**config.mk**
```make
export PLATFORM = sky130hd
export DESIGN_NAME = hazard_ctrl
export DESIGN_NICKNAME = d
export VERILOG_FILES = /design/src/rtl/hazard_ctrl.sv
export SDC_FILE = /design/constraint.sdc
export NUM_CORES = 1
export LEC_CHECK = 0
export CORE_AREA = 4 4 51 53
export CTS_BUF_LIST = sky130_fd_sc_hd__clkbuf_8
export DETAILED_ROUTE_END_ITERATION = 10
export DIE_AREA = 0 0 55 57
export PLACE_DENSITY_LB_ADDON = 0.15
export SYNTH_ARGS = -nofsm -noshare
export SYNTH_HDL_FRONTEND = slang
export SYNTH_SLANG_ARGS = --single-unit
```
**constraint.sdc**
```tcl
create_clock -name clk -period 3.37 [get_ports clk]
set_input_delay 0.674 -clock clk [delete_from_list [all_inputs] [get_ports clk]]
set_output_delay 0.674 -clock clk [all_outputs]
set_load 0.01 [all_outputs]
```
**src/rtl/hazard_ctrl.sv**
```systemverilog
// Hazard and stall controller for the 5-stage MIPS pipeline: load-use and branch-operand
// stalls via a countdown FSM, and wrong-path flush after an EX jump. Optional statistics: HAZARD_STATS_EN.
module hazard_ctrl #(
    parameter int REG_AW   = 5,
    parameter int LOAD_LAT = 1,
    parameter int BR_STALL = 1,
    parameter int CNT_W    = 16
) (
    input  logic              clk,
    input  logic              reset,
    input  logic              idex_memread,
    input  logic              idex_regwr,
    input  logic [REG_AW-1:0] idex_rd,
    input  logic              idex_jump,
    input  logic [REG_AW-1:0] ifid_rs,
    input  logic [REG_AW-1:0] ifid_rt,
    input  logic              ifid_uses_rt,
    input  logic              ifid_memwr,
    input  logic              ifid_branch,
    output logic              stall,
    output logic              pc_write,
    output logic              ifid_write,
    output logic              idex_flush,
    output logic              ifid_flush,
    output logic [CNT_W-1:0]  stall_cycles,
    output logic [CNT_W-1:0]  flush_events
);

    // A branch waiting on a load can need up to 7+7 cycles, so the countdown needs 4 bits.
    localparam int REM_W = 4;

    if (LOAD_LAT < 1 || LOAD_LAT > 7) begin : g_bad_load_lat
        $error("hazard_ctrl: LOAD_LAT must be in 1..7");
    end
    if (BR_STALL < 1 || BR_STALL > 7) begin : g_bad_br_stall
        $error("hazard_ctrl: BR_STALL must be in 1..7");
    end

    typedef enum logic {
        ST_IDLE  = 1'b0,
        ST_STALL = 1'b1
    } state_e;

    state_e           state_q, state_d;
    logic [REM_W-1:0] rem_q, rem_d;

    logic             hit_rs, hit_rt;
    logic             br_on_load, load_use, br_on_alu, hazard;
    logic [REM_W-1:0] n_cycles;

    // ------------------------------------------------------------------
    // Hazard detection (purely combinational, used only in IDLE)
    // ------------------------------------------------------------------
    assign hit_rs = (ifid_rs == idex_rd) && (ifid_rs != '0);
    assign hit_rt = (ifid_rt == idex_rd) && (ifid_rt != '0);

    assign br_on_load = ifid_branch && idex_memread && (hit_rs || hit_rt);
    assign load_use   = idex_memread && (hit_rs || (ifid_uses_rt && hit_rt && !ifid_memwr));
    assign br_on_alu  = ifid_branch && idex_regwr && !idex_memread && (hit_rs || hit_rt);
    assign hazard     = br_on_load || load_use || br_on_alu;

    // NOTE: every always_comb output gets a default first so no path leaves it unassigned (no latch).
    always_comb begin
        n_cycles = '0;
        if (br_on_load) begin
            n_cycles = REM_W'(LOAD_LAT + BR_STALL);
        end else if (load_use) begin
            n_cycles = REM_W'(LOAD_LAT);
        end else if (br_on_alu) begin
            n_cycles = REM_W'(BR_STALL);
        end
    end

    // ------------------------------------------------------------------
    // FSM: state register
    // ------------------------------------------------------------------
    // NOTE: sequential state uses non-blocking assignments so all registers update together at the edge.
    always_ff @(posedge clk) begin
        if (reset) begin
            state_q <= ST_IDLE;
            rem_q   <= '0;
        end else begin
            state_q <= state_d;
            rem_q   <= rem_d;
        end
    end

    // ------------------------------------------------------------------
    // FSM: next-state logic
    // ------------------------------------------------------------------
    always_comb begin
        state_d = state_q;
        rem_d   = rem_q;
        case (state_q)
            ST_IDLE: begin
                // The detect cycle is the first stall cycle; only the remainder is counted down.
                if (!idex_jump && hazard && (n_cycles > REM_W'(1))) begin
                    state_d = ST_STALL;
                    rem_d   = n_cycles - REM_W'(1);
                end
            end
            ST_STALL: begin
                if (rem_q == REM_W'(1)) begin
                    state_d = ST_IDLE;
                    rem_d   = '0;
                end else begin
                    rem_d = rem_q - REM_W'(1);
                end
            end
            default: begin
                state_d = ST_IDLE;
                rem_d   = '0;
            end
        endcase
    end

    // ------------------------------------------------------------------
    // FSM: outputs
    // ------------------------------------------------------------------
    always_comb begin
        stall      = 1'b0;
        idex_flush = 1'b0;
        ifid_flush = 1'b0;
        if (!reset) begin
            case (state_q)
                ST_IDLE: begin
                    // The IF/ID instruction behind a taken jump is wrong-path, so its hazards are moot.
                    if (idex_jump) begin
                        ifid_flush = 1'b1;
                    end else if (hazard) begin
                        stall      = 1'b1;
                        idex_flush = 1'b1;
                    end
                end
                ST_STALL: begin
                    stall      = 1'b1;
                    idex_flush = 1'b1;
                end
                default: begin
                    stall      = 1'b0;
                    idex_flush = 1'b0;
                end
            endcase
        end
    end

    assign pc_write   = ~stall;
    assign ifid_write = ~stall;

    // ------------------------------------------------------------------
    // Statistics counters (observe stall/flush only, never feed them)
    // ------------------------------------------------------------------
`ifdef HAZARD_STATS_EN
    logic [CNT_W-1:0] stall_cnt_q, stall_cnt_d;
    logic [CNT_W-1:0] flush_cnt_q, flush_cnt_d;

    always_comb begin
        stall_cnt_d = stall_cnt_q;
        flush_cnt_d = flush_cnt_q;
        if (stall && (stall_cnt_q != '1)) begin
            stall_cnt_d = stall_cnt_q + CNT_W'(1);
        end
        if (ifid_flush && (flush_cnt_q != '1)) begin
            flush_cnt_d = flush_cnt_q + CNT_W'(1);
        end
    end

    always_ff @(posedge clk) begin
        if (reset) begin
            stall_cnt_q <= '0;
            flush_cnt_q <= '0;
        end else begin
            stall_cnt_q <= stall_cnt_d;
            flush_cnt_q <= flush_cnt_d;
        end
    end

    assign stall_cycles = stall_cnt_q;
    assign flush_events = flush_cnt_q;
`else
    assign stall_cycles = '0;
    assign flush_events = '0;
`endif

endmodule
```
---- Word level (Yosys, flattened, before mapping) ----
Cells that the tools add are included.
word-level totals
  register bits after elaboration ......... 5
cells by class
  bitwise operators ....................... 2
  muxes and demuxes ....................... 16
  add/subtract/negate cells ............... 2
  reduce and logical (&&, ||, !) cells .... 21
  equal/unequal tests ..................... 4
  magnitude comparators ................... 1
operator list
  cell                                                number
  logical AND 1 bit                                   12
  == test 5 bit                                       2
  two-way mux 1 bit                                   10
  nonzero test 5 bit                                  2
  two-way mux 4 bit                                   2
  one-hot mux 4 bit (2 select lines)                  1
  subtractor 4 x 1 -> 4 bit, second input constant    2
  == test 4 x 1 -> 1 bit, second input constant       1
  > comparator 4 x 1 -> 1 bit, second input constant  1
  logical OR 1 bit                                    4
  one-hot mux 1 bit (2 select lines)                  2
  zero test 1 bit                                     3
  two-way mux 2 bit                                   1
  inequality test 2 bit, second input constant        1
  NOT 1 bit                                           2

---- Depth between registers and ports, before layout ----
  word-level depth ........................ 13
  mapped depth ............................ 6
  depth with buffers taken out ............ 6

---- Least setup slack after synthesis ----
No wires, ideal clock.
  kind .................................... input to output
  start ................................... input port ifid_rt[0]
  end ..................................... output port pc_write
  path slack .............................. 0.594 ns
  arrival time ............................ 2.102 ns
  stages .................................. 5
  required time ........................... 2.696 ns
  cells stage by stage .................... or4_4 a21oi_2 a211oi_1 o311ai_1 buf_4
between the ends
  longest elaborated chain between the ends .. 13
  elaborated cells on any way between the ends .. 17
  those cells by class .................... eq/ne: 1; mux: 4; bitwise: 1; reduce/logical: 11
ends and longest elaborated chain
  what                                                        RTL line  source
  start: declaration                                          16        input logic [REG_AW-1:0] ifid_rt,
  == test 5 bit / nonzero test 5 bit (equally long branches)  55        assign hit_rt = (ifid_rt == idex_rd) && (ifid_rt != '0);
  logical AND 1 bit *                                         55
  logical AND 1 bit (2 in a row)                              58        assign load_use = idex_memread && (hit_rs || (ifid_uses_rt && hit_rt && !ifid_memwr));
  logical OR 1 bit                                            58
  logical AND 1 bit                                           58
  logical OR 1 bit                                            60        assign hazard = br_on_load || load_use || br_on_alu;
  logical OR 1 bit *                                          60
  two-way mux 1 bit *                                         130       end else if (hazard) begin
  two-way mux 1 bit *                                         128       if (idex_jump) begin
  one-hot mux 1 bit (2 select lines) *                        125       case (state_q)
  two-way mux 1 bit *                                         124       if (!reset) begin
  NOT 1 bit *                                                 n/a
  end: declaration                                            21        output logic pc_write,
Mark *: on every way between the ends. The rest lies on a longest branch, timed or not.

---- Worst setup path after layout ----
  start ................................... input port ifid_rt[0]
  end ..................................... output port idex_flush
between the ends
  longest elaborated chain between the ends .. 12
  elaborated cells on any way between the ends .. 16
  those cells by class .................... eq/ne: 1; mux: 4; reduce/logical: 11
ends and longest elaborated chain
  what                                                        RTL line  source
  == test 5 bit / nonzero test 5 bit (equally long branches)  55
  logical AND 1 bit *                                         55
  logical AND 1 bit (2 in a row)                              58
  logical OR 1 bit                                            58
  logical AND 1 bit                                           58
  logical OR 1 bit                                            60
  logical OR 1 bit *                                          60
  two-way mux 1 bit *                                         130
  two-way mux 1 bit *                                         128
  one-hot mux 1 bit (2 select lines) *                        125
  two-way mux 1 bit *                                         124
  end: declaration                                            23        output logic idex_flush,
Marked as above.

==> impl_metrics.py <==
metrics = {
    "outcome": {
        "status": "completed",
    },
    "clock_tree": {
        "cts_tree": "yes",
        "postCtsSetupBuffers": 0,
        "cts.sinks": 5,
        "cts_resized": 4,
        "clk_latency_ps": 220,
        "cts_root_buf": "clkbuf_8",
        "ctsHtreeMaxLevel": 1,
        "postCtsHoldBufs": 0,
        "clockBufferDepth": 2,
        "clk_pin_slew_worst_paths_ps": 40,
        "numCtsBuffers": 3,
    },
    "yosys": {
        "synthCells": 97,
        "synth_flop_cell": "dfxtp_1",
        "seq_area_frac_synth_pct": 13.0,
        "async_flop_share_pct": 0,
        "synth-edff-count": 0,
        "netlist-cell-type-count": 30,
        "syn_area_sq_um": 771,
        "yosysWarningCount": 0,
        "ys_seq_elements": 5,
        "synth.avg_cell_area_sq_um": 7.95,
    },
    "placed_design": {
        "placed_area_sq_mm": 0.00101,
        "portBuffers": 27,
        "dp_hpwl_um": 1440,
        "dp.cells": 158,
        "gp_congestion": 0.676,
    },
    "finish": {
        "n_antenna_cell": 0,
        "final_cell_mix": "conb_1 (32), clkdlybuf4s50_1 (23), buf_4 (11), xnor2_1 (8), nor3b_1 (6)",
        "multi_input_area_sq_um": 513,
        "final_common_cell": "conb_1",
        "drive_gt1_share_pct": 14.2,
        "area.growth.synth_to_final_pct": 36.5,
        "stdcell_count": 162,
        "fillers": 232,
        "fin_nets": 160,
        "seq_area_sq_um": 100,
        "fin_area_sq_mm": 0.00105,
    },
    "timing": {
        "drv_slew": 0,
        "min_period_ps": 3170,
        "rsz0062_at_grt": "false",
        "skew_ps": 0.231,
        "period_share_pct": 94.1,
        "whs_ps": 556,
        "clock.fmax_ghz": 0.315,
        "hold_violations": 0,
        "setup_viol": 0,
    },
    "critical_path": {
        "worst_setup_path_start_kind": "input port",
        "slowest_stage": "or4_4",
        "worstPathArrival_ps": 2500,
        "crit_path_max_fanout": 2,
        "path_buf_inv": 2,
        "worst-setup-path-type": "in -> out",
        "required_ps": 2700,
        "max_stage_delay_ps": 540,
        "worstPathCellList": "clkdlybuf4s50_1 > or4_4 > a21oi_2 > a211oi_1 > o311a_1 > dlygate4sd2_1",
        "ff2ff_setup_slack_ps": 1790,
        "setup.worst_path.end_class": "primary output",
        "path_delay_family": "buffers and inverters",
    },
    "floorplanning": {
        "fp.coreArea_sq_mm": 0.00215,
        "initial_core_util_pct": 35.9,
        "die_y_um": 57,
        "die_x_um": 55,
        "pin_count": 60,
        "rows": 17,
        "die-area_sq_mm": 0.00314,
    },
    "global_routing": {
        "antenna_found_initial": 0,
        "grt_pass1_wl_um": 2340,
        "overflow": 0,
        "grt_pass1_vias": 610,
        "grt_max_degree": 16,
        "track_usage_pct": 9.78,
    },
    "routing": {
        "via_per_inst": 4.19,
        "drc_errors": 0,
        "drtIter0Drc": 6,
        "routedWlPerCell_um": 9.85,
        "totalWireLength_um": 1600,
        "drt_first_pass_iters": 4,
        "drtAntennaViolNets": 0,
        "vias": 678,
    },
    "pwr": {
        "finalPower_uw": 261,
        "max-vdd-ir-drop_uv": 200,
        "leakage_uw": 0.000470,
        "power_density_mw_per_mm2": 248,
    },
    "worst_hold_path": {
        "hp-class": "reg -> reg",
    },
    "job": {
        "drv_cap": 0,
    },
}
## power breakdown
part / internal (uW) / switching, uW
logic: 48.1 / 42.8
registers: 61.4 / 1.46
clock network: 78.1 / 29.6
total: 188 / 73.9
## cells in the mapped netlist (all sizes together) (2+ instances only)
cell type | n | area share [%]
buf | 34 | 33
inv | 3 | 1.5
a21oi | 6 | 4.9
nand4 | 2 | 1.6
and2 | 2 | 1.6
xnor2 | 8 | 9.1
clkbuf | 2 | 0.97
dfxtp | 5 | 13
ha | 2 | 3.2
nor3b | 6 | 5.8
a211oi | 3 | 2.9
nor3 | 5 | 3.2
or4 | 2 | 2.4
nor2 | 3 | 1.5
## final timing paths
kind	from	endpoint	cells after the start
hold / removal	rem_q[3]	rem_q[3]	2
setup / recovery	ifid_rt[0]	idex_flush	6
hold reg to reg	rem_q[3]	rem_q[3]	2
setup reg to reg	state_q	rem_q[3]	4
## per-layer routing
metal  track usage, %  part of all wire, %
met1             9.76                   36
met3             2.87                   10
met2             18.8                   53
met5                0                    0
met4             2.43                 0.75
## final cells by class
class                           count  area share [%]
Clock buffer                        3            3.92
Clock inverter                      1           0.357
Inverter                            3            1.07
Multi-Input combinational cell     84            48.8
Sequential cell                     5            9.51
Tap cell                           28            3.33
Timing Repair Buffer               38            33.1
## registers in the layout, summed over array words and instances, names as in the netlist
signal   flops
state_q      1
rem_q        4
## tightest hold or removal path, stage by stage (launching register included)
cell and delay (ps):
dfxtp_1 320, a21oi_1 130, a211oi_1 60
## through the flow
| step | TNS [ps] | utilization [%] | setup WS [ps] |
|---|---|---|---|
| 5_1_grt | 0 | 49.0 | 95.5 |
| 2_1_floorplan | 0 | - | 594 |
| 6_report | 0 | 49.0 | 197 |
| 4_1_cts | 0 | 49.0 | 183 |
| 3_3_place_gp | -169 | 47.1 | -84.8 |
| 3_5_place_dp | -279 | 47.1 | -121 |
## kinds of logic (layout without fill, tap and decap cells)
family / after synthesis / in the layout / share of synthesized area, %
AOI/OAI and AO/OA: 17 / 17 / 17.7
xor gates and xnor gates: 8 / 8 / 9.09
adders and majority gates: 2 / 2 / 3.25
buffers and inverters: 39 / 45 / 35.6
DFF: 5 / 5 / 13.0
other: 1 / 32 / 0.487
and+or+nand+nor: 25 / 25 / 20.9
(Power assumes the default switching activity.)
